### src/rtl/rf_wb_arbiter.sv
// rf_wb_arbiter: write-back controller for the 32x32 integer register file.
//   Three result sources (ALU, LSU, MDU) compete for the single write port.
//   Fixed priority LSU > MDU > ALU, with a starvation override: a source
//   refused STARVE_MAX cycles in a row is promoted above all others
//   (promoted order ALU > MDU > LSU). The winner is registered onto WR/WD/WE.
//   A pending-write scoreboard (busy) feeds RAW/WAW hazard checks in decode.
// Ports:
//   CLK, RST_N                  clock, async active-low reset
//   issue_valid/rd/ready        decode issue of a register-writing instruction
//   flush                       synchronous clear of the scoreboard
//   {alu,lsu,mdu}_valid/rd/wd   result requests; *_ready = grant (combinational)
//   rs1, rs2 / rs1_busy, rs2_busy  hazard query (combinational)
//   WR, WD, WE                  registered register-file write port
`timescale 1ns/1ps

module rf_wb_wait_ctr #(
    parameter int STARVE_MAX = 4
) (
    input  logic clk,
    input  logic rst_n,
    input  logic valid,
    input  logic ready,
    output logic promoted
);
    logic [3:0] cnt;

    // Counts consecutive refused cycles; any grant or idle cycle restarts it.
    always_ff @(posedge clk or negedge rst_n) begin
        if (!rst_n)
            cnt <= '0;
        else if (valid && !ready) begin
            if (cnt != 4'(STARVE_MAX))
                cnt <= cnt + 4'd1;
        end else
            cnt <= '0;
    end

    assign promoted = valid && (cnt == 4'(STARVE_MAX));
endmodule

module rf_wb_arbiter #(
    parameter int XLEN       = 32,
    parameter int AW         = 5,
    parameter int STARVE_MAX = 4
) (
    input  logic            CLK,
    input  logic            RST_N,
    input  logic            issue_valid,
    input  logic [AW-1:0]   issue_rd,
    output logic            issue_ready,
    input  logic            flush,
    input  logic            alu_valid,
    input  logic [AW-1:0]   alu_rd,
    input  logic [XLEN-1:0] alu_wd,
    output logic            alu_ready,
    input  logic            lsu_valid,
    input  logic [AW-1:0]   lsu_rd,
    input  logic [XLEN-1:0] lsu_wd,
    output logic            lsu_ready,
    input  logic            mdu_valid,
    input  logic [AW-1:0]   mdu_rd,
    input  logic [XLEN-1:0] mdu_wd,
    output logic            mdu_ready,
    input  logic [AW-1:0]   rs1,
    input  logic [AW-1:0]   rs2,
    output logic            rs1_busy,
    output logic            rs2_busy,
    output logic [AW-1:0]   WR,
    output logic [XLEN-1:0] WD,
    output logic            WE
);
    localparam int ALU = 0;
    localparam int MDU = 1;
    localparam int LSU = 2;
    localparam int NREG = 1 << AW;

    logic [2:0]           req_valid;
    logic [2:0][AW-1:0]   req_rd;
    logic [2:0][XLEN-1:0] req_wd;
    logic [2:0]           gnt;
    logic [2:0]           prom;
    logic [AW-1:0]        sel_rd;
    logic [XLEN-1:0]      sel_wd;
    logic [NREG-1:0]      busy, busy_nxt;

    assign req_valid = {lsu_valid, mdu_valid, alu_valid};
    assign req_rd    = {lsu_rd,    mdu_rd,    alu_rd};
    assign req_wd    = {lsu_wd,    mdu_wd,    alu_wd};

    rf_wb_wait_ctr #(.STARVE_MAX(STARVE_MAX)) u_wait [2:0] (
        .clk      (CLK),
        .rst_n    (RST_N),
        .valid    (req_valid),
        .ready    (gnt),
        .promoted (prom)
    );

    // Promoted sources pre-empt everything; among them ALU > MDU > LSU,
    // which is the reverse of the normal order so the usual loser goes first.
    always_comb begin
        gnt = '0;
        if (|prom) begin
            if (prom[ALU])      gnt[ALU] = 1'b1;
            else if (prom[MDU]) gnt[MDU] = 1'b1;
            else                gnt[LSU] = 1'b1;
        end else if (req_valid[LSU]) gnt[LSU] = 1'b1;
        else if (req_valid[MDU])     gnt[MDU] = 1'b1;
        else if (req_valid[ALU])     gnt[ALU] = 1'b1;
    end

    assign alu_ready = gnt[ALU];
    assign mdu_ready = gnt[MDU];
    assign lsu_ready = gnt[LSU];

    always_comb begin
        sel_rd = '0;
        sel_wd = '0;
        for (int i = 0; i < 3; i++) begin
            if (gnt[i]) begin
                sel_rd = req_rd[i];
                sel_wd = req_wd[i];
            end
        end
    end

    // A grant to x0 is consumed but never reaches the register file;
    // WR/WD keep their last real write in that case.
    always_ff @(posedge CLK or negedge RST_N) begin
        if (!RST_N) begin
            WE <= 1'b0;
            WR <= '0;
            WD <= '0;
        end else if (|gnt && sel_rd != '0) begin
            WE <= 1'b1;
            WR <= sel_rd;
            WD <= sel_wd;
        end else
            WE <= 1'b0;
    end

    assign issue_ready = (issue_rd == '0) || !busy[issue_rd];

    // Clear on commit first, then set on issue so a same-index set wins.
    always_comb begin
        busy_nxt = busy;
        if (WE)
            busy_nxt[WR] = 1'b0;
        if (issue_valid && issue_ready && issue_rd != '0)
            busy_nxt[issue_rd] = 1'b1;
        if (flush)
            busy_nxt = '0;
        busy_nxt[0] = 1'b0;
    end

    always_ff @(posedge CLK or negedge RST_N) begin
        if (!RST_N)
            busy <= '0;
        else
            busy <= busy_nxt;
    end

    assign rs1_busy = busy[rs1];
    assign rs2_busy = busy[rs2];
endmodule

### config.mk
export PLATFORM = sky130hd
export DESIGN_NAME = rf_wb_arbiter
export DESIGN_NICKNAME = d
export VERILOG_FILES = /design/src/rtl/rf_wb_arbiter.sv
export SDC_FILE = /design/constraint.sdc
export NUM_CORES = 1
export LEC_CHECK = 0
export ABC_AREA = 1
export CORE_MARGIN = 2
export CORE_UTILIZATION = 50
export CTS_BUF_LIST = sky130_fd_sc_hd__clkbuf_4 sky130_fd_sc_hd__clkbuf_8
export DETAILED_ROUTE_END_ITERATION = 16
export PLACE_DENSITY = 0.88
export SYNTH_ARGS = -nofsm -noshare
export SYNTH_HDL_FRONTEND = slang
export SYNTH_HIERARCHICAL = 1
export SYNTH_SLANG_ARGS = --single-unit
### constraint.sdc
create_clock -name CLK -period 6.6 [get_ports CLK]
set_input_delay 0.99 -clock CLK [delete_from_list [all_inputs] [get_ports CLK]]
set_output_delay 0.99 -clock CLK [all_outputs]
set_load 0.01 [all_outputs]
Word level (Yosys, flattened, before mapping)
Index checks and enable logic that the tools add are counted.

Bits in registers: 81. Input bits: 133. Output and inout port bits: 44. Logic and storage cells: 85.

$add $sub $neg: 3. Magnitude comparators: 6. Equal/unequal tests: 9. Multiplexer cells: 36. Bitwise logic cells: 3. Reduce and logical (&&, ||, !) cells: 21.

Operators by type and width (count): two-way mux 32 bit (6); AND 32 bit (1); NOT 32 bit (1); bitwise OR 32 bit (1); < comparator 5 x 6 -> 1 bit (second input constant) (4); two-way mux 4 bit (6); binary-select mux 1 bit (select 5 bit) (3); two-way mux 5 bit (3); two-way mux 1 bit (13); adder 4 x 1 -> 4 bit (second input constant) (3); equality test 4 x 3 -> 1 bit (second input constant) (3); != test 4 x 3 -> 1 bit (second input constant) (3); logical AND 1 bit (11); demux 1 bit (select 5 bit) (2); greater-or-equal comparator 5 x 1 -> 1 bit (second input constant) (2); nonzero test 5 bit (2); != test 2 bit (second input constant) (3); OR reduction 3 bit (2); logical NOT 5 bit (1); logical NOT 1 bit (4); two-way mux 2 bit (2); two-way mux 3 bit (1); logical OR 1 bit (1).

Longest topological paths before layout
Word-level depth: 11. Gate-level depth with buffers: 17. Depth with buffers taken out: 14.

Hierarchy
The synthesis kept the hierarchy.

Modules (own cells, without submodules): rf_wb_arbiter (times used 1, cells an instance 861, area each 5296.3 sq um, seq. area each 1726.7 sq um); rf_wb_wait_ctr (times used 3, cells an instance 32, area each 240.2 sq um, seq. area each 100.1 sq um).

Worst setup path after synthesis
Ideal clock, no wire load.

Path kind: input port to output port. From: in issue_rd[3]. To: out issue_ready. Arrival time: 1946 ps. Data required time: 5610 ps. Slack: 3664 ps. Stages: 5. Cell sequence: clkbuf_1 > nor3_1 > nand2_1 > nand2_1 > nor4_1.

Longest elaborated chain between the ends: 4. Elaborated cells between the ends (all ways): 5. Classes of those cells: mux (2); reduce/logical (3).

RTL lines: start, declared (line 49) `input logic [AW-1:0] issue_rd,`; binary-select mux 1 bit (select 5 bit) (line 141) `assign issue_ready = (issue_rd == '0) || !busy[issue_rd];`; two-way mux 1 bit (implied by the code) (line 141); logical NOT 1 bit (line 141); logical OR 1 bit (*) (line 141); end, declared (line 50) `output logic issue_ready,`.

Every way passes the cells marked *; elsewhere a longest branch is shown, timed or not. The select of a mux whose other input is x is not followed.

Worst setup path after layout
From: in issue_rd[0]. To: out issue_ready.

Same word-level chain as after synthesis.

==> impl_metrics.json <==
{
  "status": "finished clean",
  "avgRoutedWirePerCell_um": 16.5,
  "power_leakage_uw": 0.00383,
  "synth_area_um2": 6020,
  "synth_area_per_cell_um2": 6.29,
  "crit_buf_inv": 3,
  "grt_pass1_vias": 6800,
  "synthCells": 957,
  "setup_viol": 0,
  "rsz0062_at_grt": "no",
  "grt_first_pass_wirelength_mm": 33.6,
  "path_class": "in2out",
  "holdWs_ns": 0.530,
  "numCtsBuffers": 9,
  "vias": 7165,
  "r2r_setup_slack_ns": 2.87,
  "drive_gt1_share_pct": 3.89,
  "drtIter0Drc": 681,
  "critPathCaptureType": "output pin",
  "r2r_end": "WD[6]$_DFFE_PN0P_",
  "cellPowerDensity_nw_per_um2": 198,
  "cpPeakStageDelay_ns": 0.99,
  "ys_seq_elements": 81,
  "cp_cell_sequence": "clkdlybuf4s50_1 -> inv_2 -> nand2_1 -> nand2_1 -> nand2_1 -> nand2_1 -> nand2_1 -> nand2_1 -> nor4_1 -> clkdlybuf4s50_1",
  "cp_top_family": "buffers and inverters",
  "drc": 0,
  "rows": 40,
  "ios": 177,
  "cp_common_cell": "nand2_1",
  "finalSetupTns_ns": 0,
  "wirelength_mm": 20.6,
  "placed_cells": 1235,
  "die_area_um2": 12900,
  "worst_setup_path_start_kind": "input port",
  "hold_viol": 0,
  "critical-path-slowest-cell": "clkdlybuf4s50_1",
  "reg2regPathDepth": 16,
  "final_common_cell": "nand2_1",
  "synth.area.top_cells": "dfrtp_1, nand2_1, nand4_1",
  "fillers": 1015,
  "cts_setup_buffers": 0,
  "initial_core_util_pct": 50.7,
  "clk_latency_ns": 0.37,
  "skew_ns": 0.0176,
  "grt_max_degree": 82,
  "whs_endpoint": "WD[17]$_DFFE_PN0P_",
  "antenna_cells": 0,
  "hp-class": "reg2reg",
  "fin_util_pct": 67.4,
  "min_period_ns": 4.64,
  "final_cell_mix": "nand2_1, clkdlybuf4s50_1, nor2_1",
  "yosys_warnings": 6,
  "final_nets": 1238,
  "min_from": "WD[17]$_DFFE_PN0P_",
  "track_usage_pct": 32.4,
  "slew_violations": 0,
  "clkTransAtPathRegs_ns": 0.08,
  "netlist.area_leader.share_pct": 33.7,
  "die_y_um": 114,
  "drtAntennaViolNets": 0,
  "cts-root-buf": "clkbuf_8",
  "worstPathRequired_ns": 5.61,
  "cts_tree": "yes",
  "regArea_um2": 2030,
  "crit_path_max_fanout": 24,
  "max_freq_mhz": 215,
  "cts_hold_buf": 0,
  "core_um2": 11900,
  "cts.sinks": 81,
  "routabilityCongestion": 0.992,
  "yosysSeqAreaShare_pct": 33.7,
  "viasPerCell": 5.73,
  "overflow": 0,
  "first_pass_iters": 6,
  "final_cells": 1251,
  "portBuffers": 176,
  "vdd_drop_max_mv": 0.122,
  "synthesis.nets": 1096,
  "htree_levels": 3,
  "postCtsResizedCells": 0,
  "synthDistinctLibCells": 29,
  "dp_hpwl_mm": 14.6,
  "whs_path_depth": 2,
  "cts_buffer_depth": 2,
  "drv_cap": 0,
  "synthToLayoutAreaGrowth_pct": 32.9,
  "fin_crit_sh_pct": 70.4,
  "antenna_found_initial": 0,
  "worst_pin_slew_ns": 1.35,
  "die_w_um": 114,
  "slew_headroom_pct": 9.04,
  "synth_top_cell_by_area": "dfrtp_1",
  "multi_input_area_um2": 3390,
  "arrival_ns": 3.65,
  "r2r_start": "u_wait[1]/cnt[0]$_DFFE_PN0P_"
}
-- registers in the layout (all words and copies together) (netlist names) --
| register | cells |
|---|---|
| WR | 5 |
| u_wait/cnt | 12 |
| WE | 1 |
| busy | 31 |
| WD | 32 |
-- metal layers --
metal  vias to the layer above  GRT usage (%)  share of wire [%]  wire [um]
met4                         0           15.3                4.1        840
met1                      3283           40.4                 38       7770
met2                       406           52.3                 47       9610
met5                         -              0                  0          0
li1                       3392              -                  -          -
met3                        84           8.93                 12       2410
-- cells by family (layout without fill, tap and decap cells) --
| group | count (synthesis) | after routing | share of synthesized area [%] |
|---|---|---|---|
| simple gates | 613 | 613 | 43.6 |
| compound gates | 114 | 114 | 11.3 |
| buf+inv | 143 | 290 | 10.1 |
| fa+ha+maj | 6 | 6 | 1.25 |
| flops | 81 | 81 | 33.7 |
-- cell type report --
type	count	area share [%]
Multi-Input combinational cell	733	42.4
Clock inverter	5	1.30
Clock buffer	11	1.74
Tap cell	147	2.30
Sequential cell	81	25.3
Inverter	92	4.32
Timing Repair Buffer	182	22.6
-- report_power, final --
part / internal (uW) / switching, uW
clock network: 260 / 196
registers: 551 / 58.4
logic: 233 / 289
total: 1040 / 543
-- worst max path at each step --
| stage | end | startpoint | depth (start not counted) |
|---|---|---|---|
| floorplan | issue_ready | issue_rd[3] | 5 |
| global placement | issue_ready | issue_rd[0] | 10 |
| detailed placement | issue_ready | issue_rd[0] | 10 |
| CTS | issue_ready | issue_rd[0] | 10 |
| global route | rs1_busy | rs1[0] | 10 |
| finish | issue_ready | issue_rd[0] | 10 |
-- per-stage QoR --
stage               power [uW]  instance area [um^2]  setup WS [ns]
finish                    1590                  8000           1.96
global route              1670                  8000           1.73
CTS                       1570                  8000           1.98
detailed placement        1130                  7750           1.99
global placement          1120                  7750           2.07
floorplan                  885                  6020           3.66
-- worst register-to-register path, cell delays in order (launching register included) --
cell and delay, ns:
dfrtp_1 0.44, inv_1 0.10, ha_1 0.20, nand3_2 0.17
nor2_1 0.23, nor2_1 0.06, nand3_1 0.06, nand2_1 0.28
buf_4 0.35, nand2_1 0.10, nand3_1 0.10, nor2_2 0.11
buf_4 0.33, nand3_1 0.51, buf_4 0.42, nand2_1 0.11
nand2_1 0.06
-- synthesized netlist by cell type --
cell type	count
nor2_1	108
clkbuf_1	21
inv_1	83
o21ai_0	35
nand4_1	66
nor2_4	2
a21oi_2	1
nand3b_1	1
buf_2	17
o21bai_1	4
nor3_1	15
nand2_1	347
dfrtp_1	81
o221ai_1	8
nor4_1	1
nand3_2	4
inv_2	7
o211ai_1	7
a21oi_1	32
a21boi_0	20
clkinv_1	2
o21ai_1	7
buf_1	6
nor2_2	5
buf_4	1
nand3_1	62
buf_6	6
ha_1	6
and2_1	2
No activity file was read; power rests on OpenSTA's default activity.
